File: src/rtl/sci_master_if.sv
`default_nettype none
// ============================================================================
// Module      : sci_master_if
// Description : Bundles the SCI master's user request/response handshake and
//               its serial peripheral lines. The master modport is the
//               controller's view and the slave modport is the user/peripheral
//               side.
// Revision    : 1.0 - initial release
// ============================================================================
interface sci_master_if #(
    parameter int NUM_PERIPHERALS = 8,
    parameter int ADDR_WIDTH      = 5,
    parameter int DATA_WIDTH      = 8
);
    localparam int SEL_WIDTH = (NUM_PERIPHERALS > 1) ? $clog2(NUM_PERIPHERALS) : 1;

    // User request channel
    logic                       REQ_VALID;
    logic                       REQ_READY;
    logic                       REQ_WNR;
    logic [SEL_WIDTH-1:0]       REQ_SEL;
    logic [ADDR_WIDTH-1:0]      REQ_ADDR;
    logic [DATA_WIDTH-1:0]      REQ_WDATA;

    // User response channel
    logic                       RSP_VALID;
    logic [DATA_WIDTH-1:0]      RSP_RDATA;
    logic                       RSP_ERROR;

    // Serial peripheral lines
    logic [NUM_PERIPHERALS-1:0] SCI_CSN;
    logic                       SCI_REQ;
    logic                       SCI_RESP;
    logic                       SCI_ACK;

    modport master (
        input  REQ_VALID, REQ_WNR, REQ_SEL, REQ_ADDR, REQ_WDATA,
        input  SCI_RESP, SCI_ACK,
        output REQ_READY, RSP_VALID, RSP_RDATA, RSP_ERROR,
        output SCI_CSN, SCI_REQ
    );

    modport slave (
        output REQ_VALID, REQ_WNR, REQ_SEL, REQ_ADDR, REQ_WDATA,
        output SCI_RESP, SCI_ACK,
        input  REQ_READY, RSP_VALID, RSP_RDATA, RSP_ERROR,
        input  SCI_CSN, SCI_REQ
    );
endinterface
`default_nettype wire

File: src/rtl/sci_master.sv
`default_nettype none
// ============================================================================
// Module      : sci_master
// Description : Serial control interface master. Accepts one register
//               read/write request at a time, shifts a command frame out on
//               SCI_REQ to the selected peripheral, waits for ACK (with a
//               timeout) and collects read data MSB-first from SCI_RESP.
// Revision    : 1.0 - initial release
// ============================================================================
module sci_master #(
    parameter int NUM_PERIPHERALS = 8,
    parameter int ADDR_WIDTH      = 5,
    parameter int DATA_WIDTH      = 8,
    parameter int TIMEOUT_CYCLES  = 64
) (
    input  logic         CLK,
    input  logic         RSTN,
    sci_master_if.master bus
);

    localparam int SEL_WIDTH = (NUM_PERIPHERALS > 1) ? $clog2(NUM_PERIPHERALS) : 1;
    localparam int FRAME_WR  = 1 + ADDR_WIDTH + DATA_WIDTH;
    localparam int FRAME_RD  = 1 + ADDR_WIDTH;
    localparam int CNT_MAX   = (TIMEOUT_CYCLES > FRAME_WR) ? TIMEOUT_CYCLES : FRAME_WR;
    localparam int CNT_WIDTH = $clog2(CNT_MAX + 1);

    localparam logic [2:0] ST_IDLE     = 3'd0;
    localparam logic [2:0] ST_SEND     = 3'd1;
    localparam logic [2:0] ST_WAIT_ACK = 3'd2;
    localparam logic [2:0] ST_RECV     = 3'd3;
    localparam logic [2:0] ST_DONE     = 3'd4;

    logic [2:0]            state_q, state_d;
    logic                  ready_q, ready_d;
    logic                  wnr_q, wnr_d;
    logic [SEL_WIDTH-1:0]  sel_q, sel_d;
    logic [FRAME_WR-1:0]   shift_q, shift_d;
    logic [CNT_WIDTH-1:0]  cnt_q, cnt_d;
    logic [DATA_WIDTH-1:0] rx_q, rx_d;
    logic [DATA_WIDTH-1:0] rdata_q, rdata_d;
    logic                  err_q, err_d;

    logic                  sel_ok;
    logic                  csn_active;
    logic [CNT_WIDTH-1:0]  last_bit;
    logic [DATA_WIDTH-1:0] rx_next;
    logic [NUM_PERIPHERALS-1:0] csn_n;

    // Selects at or beyond the peripheral count have no chip select to drive
    assign sel_ok     = (32'(bus.REQ_SEL) < 32'(NUM_PERIPHERALS));
    assign csn_active = (state_q == ST_SEND) || (state_q == ST_WAIT_ACK) || (state_q == ST_RECV);
    // Reads stop after the address; writes carry the data byte too
    assign last_bit   = wnr_q ? CNT_WIDTH'(FRAME_WR - 1) : CNT_WIDTH'(FRAME_RD - 1);
    // Read data arrives MSB-first, so shift in at the LSB end
    assign rx_next    = DATA_WIDTH'({rx_q, bus.SCI_RESP});

    // Transaction sequencing: frame out, ACK wait, data in, one-cycle response
    always_comb begin
        state_d = state_q;
        wnr_d   = wnr_q;
        sel_d   = sel_q;
        shift_d = shift_q;
        cnt_d   = cnt_q;
        rx_d    = rx_q;
        rdata_d = rdata_q;
        err_d   = err_q;

        case (state_q)
            ST_IDLE: begin
                if (bus.REQ_VALID && ready_q) begin
                    wnr_d   = bus.REQ_WNR;
                    sel_d   = bus.REQ_SEL;
                    shift_d = {bus.REQ_WNR, bus.REQ_ADDR,
                               (bus.REQ_WNR ? bus.REQ_WDATA : {DATA_WIDTH{1'b0}})};
                    cnt_d   = '0;
                    rx_d    = '0;
                    if (sel_ok) begin
                        state_d = ST_SEND;
                    end else begin
                        state_d = ST_DONE;
                        err_d   = 1'b1;
                        rdata_d = '0;
                    end
                end
            end
            ST_SEND: begin
                shift_d = {shift_q[FRAME_WR-2:0], 1'b0};
                if (cnt_q == last_bit) begin
                    state_d = ST_WAIT_ACK;
                    cnt_d   = '0;
                end else begin
                    cnt_d   = cnt_q + CNT_WIDTH'(1);
                end
            end
            ST_WAIT_ACK: begin
                if (bus.SCI_ACK) begin
                    if (wnr_q) begin
                        state_d = ST_DONE;
                        err_d   = 1'b0;
                        rdata_d = '0;
                    end else begin
                        // The first ACK cycle of a read already carries the MSB
                        rx_d = rx_next;
                        if (DATA_WIDTH == 1) begin
                            state_d = ST_DONE;
                            err_d   = 1'b0;
                            rdata_d = rx_next;
                        end else begin
                            state_d = ST_RECV;
                            cnt_d   = CNT_WIDTH'(1);
                        end
                    end
                end else if (cnt_q == CNT_WIDTH'(TIMEOUT_CYCLES - 1)) begin
                    state_d = ST_DONE;
                    err_d   = 1'b1;
                    rdata_d = '0;
                end else begin
                    cnt_d   = cnt_q + CNT_WIDTH'(1);
                end
            end
            ST_RECV: begin
                if (bus.SCI_ACK) begin
                    rx_d = rx_next;
                    if (cnt_q == CNT_WIDTH'(DATA_WIDTH - 1)) begin
                        state_d = ST_DONE;
                        err_d   = 1'b0;
                        rdata_d = rx_next;
                    end else begin
                        cnt_d   = cnt_q + CNT_WIDTH'(1);
                    end
                end else begin
                    // ACK dropped before the last data bit: partial data is discarded
                    state_d = ST_DONE;
                    err_d   = 1'b1;
                    rdata_d = '0;
                end
            end
            ST_DONE: begin
                state_d = ST_IDLE;
                cnt_d   = '0;
            end
            default: begin
                state_d = ST_IDLE;
            end
        endcase

        // Registered so it stays low through reset and rises with IDLE entry
        ready_d = (state_d == ST_IDLE);
    end

    // State and datapath registers with synchronous active-low reset
    always_ff @(posedge CLK) begin
        if (!RSTN) begin
            state_q <= ST_IDLE;
            ready_q <= 1'b0;
            wnr_q   <= 1'b0;
            sel_q   <= '0;
            shift_q <= '0;
            cnt_q   <= '0;
            rx_q    <= '0;
            rdata_q <= '0;
            err_q   <= 1'b0;
        end else begin
            state_q <= state_d;
            ready_q <= ready_d;
            wnr_q   <= wnr_d;
            sel_q   <= sel_d;
            shift_q <= shift_d;
            cnt_q   <= cnt_d;
            rx_q    <= rx_d;
            rdata_q <= rdata_d;
            err_q   <= err_d;
        end
    end

    // One-hot active-low chip select for the captured peripheral while busy
    always_comb begin
        csn_n = '1;
        if (csn_active) begin
            for (int i = 0; i < NUM_PERIPHERALS; i++) begin
                if (sel_q == SEL_WIDTH'(i)) begin
                    csn_n[i] = 1'b0;
                end
            end
        end
    end

    assign bus.SCI_CSN   = csn_n;
    assign bus.SCI_REQ   = (state_q == ST_SEND) && shift_q[FRAME_WR-1];
    assign bus.REQ_READY = ready_q;
    assign bus.RSP_VALID = (state_q == ST_DONE);
    assign bus.RSP_RDATA = rdata_q;
    assign bus.RSP_ERROR = err_q;

endmodule
`default_nettype wire

File: src/flat_wrapper.sv
// flat-port wrapper written by rule: the top's interface ports become plain ports
module sci_master_flat 
#(
    parameter int NUM_PERIPHERALS = 8,
    parameter int ADDR_WIDTH      = 5,
    parameter int DATA_WIDTH      = 8,
    parameter int TIMEOUT_CYCLES  = 64
)
  (CLK, RSTN, bus_REQ_VALID, bus_REQ_WNR, bus_REQ_SEL, bus_REQ_ADDR, bus_REQ_WDATA, bus_SCI_RESP, bus_SCI_ACK, bus_REQ_READY, bus_RSP_VALID, bus_RSP_RDATA, bus_RSP_ERROR, bus_SCI_CSN, bus_SCI_REQ);
  sci_master_if #(.NUM_PERIPHERALS(NUM_PERIPHERALS), .ADDR_WIDTH(ADDR_WIDTH), .DATA_WIDTH(DATA_WIDTH)) bus_i ();
  input  logic CLK;
  input  logic RSTN;
  input wire logic [$bits(bus_i.REQ_VALID)-1:0] bus_REQ_VALID;
  input wire logic [$bits(bus_i.REQ_WNR)-1:0] bus_REQ_WNR;
  input wire logic [$bits(bus_i.REQ_SEL)-1:0] bus_REQ_SEL;
  input wire logic [$bits(bus_i.REQ_ADDR)-1:0] bus_REQ_ADDR;
  input wire logic [$bits(bus_i.REQ_WDATA)-1:0] bus_REQ_WDATA;
  input wire logic [$bits(bus_i.SCI_RESP)-1:0] bus_SCI_RESP;
  input wire logic [$bits(bus_i.SCI_ACK)-1:0] bus_SCI_ACK;
  output wire logic [$bits(bus_i.REQ_READY)-1:0] bus_REQ_READY;
  output wire logic [$bits(bus_i.RSP_VALID)-1:0] bus_RSP_VALID;
  output wire logic [$bits(bus_i.RSP_RDATA)-1:0] bus_RSP_RDATA;
  output wire logic [$bits(bus_i.RSP_ERROR)-1:0] bus_RSP_ERROR;
  output wire logic [$bits(bus_i.SCI_CSN)-1:0] bus_SCI_CSN;
  output wire logic [$bits(bus_i.SCI_REQ)-1:0] bus_SCI_REQ;
  assign bus_i.REQ_VALID = bus_REQ_VALID;
  assign bus_i.REQ_WNR = bus_REQ_WNR;
  assign bus_i.REQ_SEL = bus_REQ_SEL;
  assign bus_i.REQ_ADDR = bus_REQ_ADDR;
  assign bus_i.REQ_WDATA = bus_REQ_WDATA;
  assign bus_i.SCI_RESP = bus_SCI_RESP;
  assign bus_i.SCI_ACK = bus_SCI_ACK;
  assign bus_REQ_READY = bus_i.REQ_READY;
  assign bus_RSP_VALID = bus_i.RSP_VALID;
  assign bus_RSP_RDATA = bus_i.RSP_RDATA;
  assign bus_RSP_ERROR = bus_i.RSP_ERROR;
  assign bus_SCI_CSN = bus_i.SCI_CSN;
  assign bus_SCI_REQ = bus_i.SCI_REQ;
  sci_master #(.NUM_PERIPHERALS(NUM_PERIPHERALS), .ADDR_WIDTH(ADDR_WIDTH), .DATA_WIDTH(DATA_WIDTH), .TIMEOUT_CYCLES(TIMEOUT_CYCLES)) u_core (.CLK(CLK), .RSTN(RSTN), .bus(bus_i));
endmodule
File: config.mk
export PLATFORM = sky130hd
export DESIGN_NAME = sci_master_flat
export DESIGN_NICKNAME = d
export VERILOG_FILES = /design/src/rtl/sci_master_if.sv /design/src/rtl/sci_master.sv /design/src/flat_wrapper.sv
export SDC_FILE = /design/constraint.sdc
export NUM_CORES = 1
export LEC_CHECK = 0
export ABC_AREA = 1
export CAP_MARGIN = 15
export CORE_ASPECT_RATIO = 1.1
export CORE_MARGIN = 2
export CORE_UTILIZATION = 52
export CTS_CLUSTER_DIAMETER = 60
export DETAILED_ROUTE_END_ITERATION = 16
export PLACE_DENSITY = 0.83
export SKIP_CTS_REPAIR_TIMING = 1
export SYNTH_ARGS = -nofsm -noshare
export SYNTH_HDL_FRONTEND = slang
export SYNTH_SLANG_ARGS = --single-unit
File: constraint.sdc
create_clock -name CLK -period 1.98 [get_ports CLK]
set_clock_uncertainty 0.1 [all_clocks]
set_input_delay 0.198 -clock CLK [delete_from_list [all_inputs] [get_ports CLK]]
set_output_delay 0.198 -clock CLK [all_outputs]
set_load 0.02 [all_outputs]
; Word-level counts from Yosys, hierarchy flattened
; Cells that the tools add are included.
[totals]
register_bits = 45
in_bits = 22
out_inout_bits = 20
word_cells = 96
[op_classes]
add_sub_neg = 1
eq_ne = 24
mux = 46
reduce_logical = 16
[ops]
columns = cell, count
row1 = $mux 7, 11
row2 = $mux 8, 7
row3 = $pmux 7 s5, 1
row4 = $pmux 14 s2, 1
row5 = $mux 3, 7
row6 = $pmux 7 s3, 1
row7 = $pmux 8 s2, 1
row8 = $eq 3x3->1 const B, 5
row9 = $mux 14, 1
row10 = $mux 1, 13
row11 = $eq 3x2->1 const B, 4
row12 = $ne 3x3->1 const B, 4
row13 = $pmux 3 s4, 1
row14 = $logic_not 3->1, 3
row15 = $ne 2x2->1 const B, 4
row16 = $add 7x1->7 const B, 1
row17 = $eq 7x3->1 const B, 1
row18 = $eq 7x6->1 const B, 1
row19 = $eq 7x7->1, 1
row20 = $eq 3x1->1 const B, 2
row21 = $reduce_and 6->1, 1
row22 = $reduce_and 5->1, 1
row23 = $reduce_bool 5->1, 1
row24 = $mux 4, 1
row25 = 9 further kinds, 13

; Longest topological paths before layout
[logic_depth]
depth_word = 5
ltp_mapped = 11
ltp_nobuf = 11

; Least setup slack after synthesis
; No wires, ideal clock.
[synth_timing]
path_type = register to register
start = reg u_core.cnt_q[0]
end = reg u_core.rdata_q[0] (netlist: u_core.bus.RSP_RDATA[0])
setup_time_ns = 0.070
t_arrival_ns = 1.344
required_time_ns = 1.810
setup_slack_ns = 0.465
path_stages_with_launch = 11
path_buffers = 1
period_less_slack_ns = 1.515
cell_sequence = dfxtp_1 > ha_1 > nand2_1 > nor2_1 > nand2_1 > nand2_1 > nand2_2 > nand2_2 > buf_4 > nand4_1 > a21oi_1
[synth_between]
elab_chain_cells = 3
word_cells_on_any_way = 5
cone_classes = eq/ne (4) / reduce/logical (1)
[synth_rtl]
columns = element, line_no
row1 = "start, declared", sci_master.sv:38  ; logic [CNT_WIDTH-1:0] cnt_q, cnt_d;
row2 = "start signal, assigned", sci_master.sv:169  ; cnt_q <= cnt_d;
row3 = $eq 7x3->1 / $eq 7x6->1 (equally long branches), "sci_master.sv:124, sci_master.sv:113"
row4 = $ne 3x3->1 (no line), -
row5 = $reduce_and 4->1 (no line) (*), -
row6 = "end signal, assigned", sci_master.sv:171  ; rdata_q <= rdata_d;
row7 = "end, declared", sci_master.sv:40  ; logic [DATA_WIDTH-1:0] rdata_q, rdata_d;
; Mark *: on every way between the ends. The rest lies on a longest branch, timed or not.
; A chain may end at the register's enable or synchronous reset.

; Worst setup path in the final report
[layout_timing]
start = reg u_core.state_q[1]
end = out bus_SCI_CSN[7]
[layout_between]
elab_chain_cells = 4
word_cells_on_any_way = 6
cone_classes = eq/ne (3) / mux (1) / reduce/logical (2)
[layout_rtl]
columns = element, line_no
row1 = "start, declared", sci_master.sv:33  ; logic [2:0] state_q, state_d;
row2 = "start signal, assigned", sci_master.sv:164  ; state_q <= state_d;
row3 = $eq 3x1->1 / $eq 3x2->1 (equally long branches), sci_master.sv:51  ; assign csn_active = (state_q == ST_SEND) || (state_q == ST_WAIT_ACK) || (state_q == ST_RECV);
row4 = $logic_or 1x1->1, sci_master.sv:51
row5 = $logic_or 1x1->1 (*), sci_master.sv:51
row6 = $mux 8 (*), sci_master.sv:179  ; if (csn_active) begin
row7 = "end, declared", flat_wrapper.sv:24  ; output wire logic [$bits(bus_i.SCI_CSN)-1:0] bus_SCI_CSN;
; Marked as above.

==> results.md <==
### Clock network
• **clk buf depth** 2
• **CTS root buffer** sky130_fd_sc_hd__clkbuf_8
• **number of sinks handled by clock tree synthesis** 45
• **number of buffers inserted during clock tree synthesis** 5
• **clock tree from TritonCTS** yes
• **clock slew at the register clock pins of the worst setup and hold paths** 0.08 ns
• **# H-tree levels** 2
• **clock latency of the later-clocked register in the worst-skew pair** 0.31 ns

### Global route
• **total global routing overflow** 0
• **initial antenna violation count** 0
• **number of global-route vias before repair** 1982
• **pin count of the biggest net entering global routing** 30
• **GRT Util Overall** 22.9%
• **first-pass GRT wire length** 8630 um

### Floorplan
• **num ports** 42
• **initial standard-cell utilization of the core** 53.2%
• **area enclosed by the die boundary** 4860 um^2
• **Chip Width** 66.7 um
• **overall die height** 72.9 um
• **placeable core region** 4220 um^2
• **Core Rows** 25

### Routing
• **sum of routed wire segments on met1** 2240 um
• **Via Count** 2191
• **first-pass iteration count of the detailed router** 4
• **routed wire length on met2** 2590 um
• **highest routed layer** met4
• **via count normalized by instance count** 5.27
• **Final ANT Viol Nets** 0
• **WL per Instance** 12.3 um
• **wire length after detailed routing** 5120 um
• **count of unresolved DRC violations after routing** 0
• **Detail Route met3 WL** 204 um
• **starting DRC count in detailed routing** 108

### Synth
• **most frequently used flop master after synthesis** sky130_fd_sc_hd__dfxtp_1
• **simple logic cell fraction of the synthesized area** 35.1%
• **Post-Synthesis Cells** 318
• **mean post-synth cell area** 7.06 um^2
• **net count after synthesis** 342
• **number of enable-type register cells in the synthesized netlist** 0
• **leading post-synthesis cells by cell area** sky130_fd_sc_hd__dfxtp_1 (40%), sky130_fd_sc_hd__nand2_1 (14%), sky130_fd_sc_hd__a21oi_1 (6.9%), sky130_fd_sc_hd__nand3_1 (4.7%), sky130_fd_sc_hd__nor2_1 (4.3%)
• **combinational family with the most area after synthesis** simple AND/OR/NAND/NOR gates
• **netlist area before placement** 2250 um^2
• **Distinct cells, synth** 24
• **area share of the largest cell type after synthesis** 40.1%
• **multiplexer share of the synthesized area** 0%
• **post-synthesis register bit count** 45
• **largest area contributor in the synthesized netlist** sky130_fd_sc_hd__dfxtp_1
• **post-synthesis share of cell area spent on full adders, half adders and majority gates** 1.11%
• **share of flip-flops with an asynchronous set or reset after synthesis** 0%
• **most used standard cells in the synthesized netlist** sky130_fd_sc_hd__nand2_1 (84), sky130_fd_sc_hd__dfxtp_1 (45), sky130_fd_sc_hd__a21oi_1 (31), sky130_fd_sc_hd__nor2_1 (26), sky130_fd_sc_hd__inv_1 (23)
• **yosys synthesis warning count** 0
• **dominant cell by count in the synthesized netlist** sky130_fd_sc_hd__nand2_1
• **fraction of the yosys area taken by sequential cells** 40.1%
• **area fraction in compound gates after synthesis** 15.4%
• **xor-xnor portion of the synthesized cell area** 0.390%

### Critical path
• **total number of cells along the worst setup path** 6
• **Most Frequent Cell on Critical Path** sky130_fd_sc_hd__nand2_1
• **cells along the critical path** nor2_4, inv_1, nand2_1, nor2_1, nand2_1, clkdlybuf4s50_1
• **data arrival time at the worst-slack endpoint** 1.76 ns
• **cell with the largest stage delay on the worst path** sky130_fd_sc_hd__clkdlybuf4s50_1
• **largest incremental delay on the critical path** 0.54 ns
• **category of the most critical setup path** reg2out
• **startpoint class of the critical path** flip-flop
• **number of buffers and inverters on the critical path** 2
• **critical path capture point type** primary output
• **Top Family by Delay on Critical Path** buffers and inverters
• **maximum net fanout on the critical path** 5
• **Critical Path RT** 1.68 ns
• **cell depth of the worst flop-to-flop path** 10

### Layout
• **number of fill cells in the layout** 381
• **number of antenna cells inserted** 0
• **fraction of final layout cells with drive strength greater than 1** 12.7%
• **Post-Layout Cell Count** 416
• **final design utilization** 66.8%
• **area added between synthesis and finish** 25.6%
• **multi-input gate area in the final layout** 1170 um^2
• **area used by sequential logic in the layout** 905 um^2
• **Non-Filler Cell Area, Final** 2820 um^2
• **nets@finish** 385

### Power
• **share of total power in the clock network** 31.0%
• **reported net switching power** 496 uW
• **Max IR drop VDD** 369 uV
• **combinational share of power** 15.2%
• **Int Power** 1300 uW
• **fraction of power consumed by sequential logic** 53.8%
• **switching share of power** 27.6%
• **power per cell area** 636 nW/um^2
• **LEAKAGE** 0.00110 uW

### Worst hold path
• **hold-critical path depth** 3
• **worst hold-check path type** in2reg

### Place
• **total instance count after detailed placement** 408
• **weighted congestion reported at the end of routability-driven placement** 0.886
• **detailed placer's ending HPWL** 3690 um
• **placement-stage cell area** 2710 um^2
• **Buffers on Ports** 41

### Flow run
• **number of max-capacitance violations reported** 0

### Timing
• **number of failing hold endpoints at the final stage** 0
• **Setup Total Neg Slack** -0.244 ns
• **final critical-path required period** 2.06 ns
• **Max-Slew Margin vs Limit** 79.9%
• **Slew @ Worst Pin** 0.300 ns
• **peak clock frequency supported by timing** 485 MHz
• **final setup fails** 3
• **share of the clock period used by the worst path** 104%
• **minimum setup slack in the final design** -0.0829 ns
• **unrepaired setup endpoints after global routing** yes
• **number of max-slew violations in the final report** 0

### Run status
• **failing checks** negative setup slack
• **status** complete, but fails checks

==> worst min-delay path, cell delays in order <==
cell and delay, ns:
sky130_fd_sc_hd__clkdlybuf4s50_1 0.39, sky130_fd_sc_hd__nand2_1 0.06, sky130_fd_sc_hd__a21oi_1 0.06
==> placed cells by master, fill, tap and decap left out <==
cell type,n
sky130_fd_sc_hd__dfxtp_2,3
sky130_fd_sc_hd__nor2_4,6
sky130_fd_sc_hd__o21ai_1,8
sky130_fd_sc_hd__a21oi_1,31
sky130_fd_sc_hd__ha_1,1
sky130_fd_sc_hd__inv_2,5
sky130_fd_sc_hd__inv_4,2
sky130_fd_sc_hd__nand3_2,5
sky130_fd_sc_hd__clkbuf_8,5
sky130_fd_sc_hd__nor2_1,25
sky130_fd_sc_hd__buf_12,1
sky130_fd_sc_hd__clkinvlp_4,1
sky130_fd_sc_hd__nand2_1,84
sky130_fd_sc_hd__nand2_2,9
sky130_fd_sc_hd__xor2_1,1
sky130_fd_sc_hd__dlymetal6s2s_1,6
sky130_fd_sc_hd__o21ai_0,15
sky130_fd_sc_hd__nand4_1,10
sky130_fd_sc_hd__nand4_4,1
sky130_fd_sc_hd__dfxtp_1,42
sky130_fd_sc_hd__a31oi_1,12
sky130_fd_sc_hd__nor2_2,3
sky130_fd_sc_hd__clkdlybuf4s50_1,35
sky130_fd_sc_hd__ha_2,1
sky130_fd_sc_hd__buf_4,4
sky130_fd_sc_hd__inv_1,23
sky130_fd_sc_hd__nand3_1,21
sky130_fd_sc_hd__clkbuf_1,2
==> stage by stage <==
step	setup WS [ns]	total power [uW]	hold WS [ns]
final	-0.0829	1790	0.355
after global placement	0.206	1250	0.350
after detailed placement	0.120	1260	0.360
after floorplan	0.465	1150	0.240
after global routing	-0.170	1880	0.375
after CTS	-0.223	1800	0.355
==> sequential cells by signal (all words and copies together), names as in the netlist <==
signal / flops
u_core.rx_q: 7
u_core.bus.RSP_ERROR: 1
u_core.shift_q: 14
u_core.bus.RSP_RDATA: 8
u_core.wnr_q: 1
u_core.state_q: 3
u_core.bus.REQ_READY: 1
u_core.sel_q: 3
u_core.cnt_q: 7
==> power groups by stage <==
| stage | combinational (uW) | sequential (uW) | clock [uW] |
|---|---|---|---|
| after global placement | 264 | 984 | 0 |
| after detailed placement | 270 | 985 | 0 |
| after global routing | 304 | 970 | 600 |
| after CTS | 272 | 964 | 566 |
| final | 273 | 966 | 555 |
| after floorplan | 171 | 982 | 0 |
==> metal layers <==
metal / up-vias / track usage, %
li1: 1138 / -
met3: 10 / 4.78
met4: 0 / 8.16
met2: 48 / 39.8
met5: - / 0
met1: 995 / 27.8
==> final cells by class <==
class,instances,share of cell area (%)
clock buffer,7,2.71
tap,54,2.39
inverter,30,4.17
multi-input combinational,233,41.6
timing repair buffer,46,16.9
clock inverter,1,0.266
sequential,45,32.1
==> final timing paths <==
path / startpoint / end / slack [ns]
max: u_core.state_q[1] / bus_SCI_CSN[7] / -0.08
min: bus_REQ_WDATA[0] / u_core.shift_q[0] / 0.36
max reg2reg: u_core.cnt_q[0] / u_core.bus.REQ_READY / 0.19
min reg2reg: u_core.bus.RSP_RDATA[2] / u_core.bus.RSP_RDATA[2] / 0.37
==> cell families (layout without fill, tap and decap cells) <==
group	Yosys count	in the layout
XOR/XNOR	1	1
buffers and inverters	40	84
flip-flops	45	45
AO/OA/AOI/OAI	66	66
AND/OR/NAND/NOR	164	164
adder cells (fa/ha/maj)	2	2
Note: power is estimated with default switching activity, not from simulation.
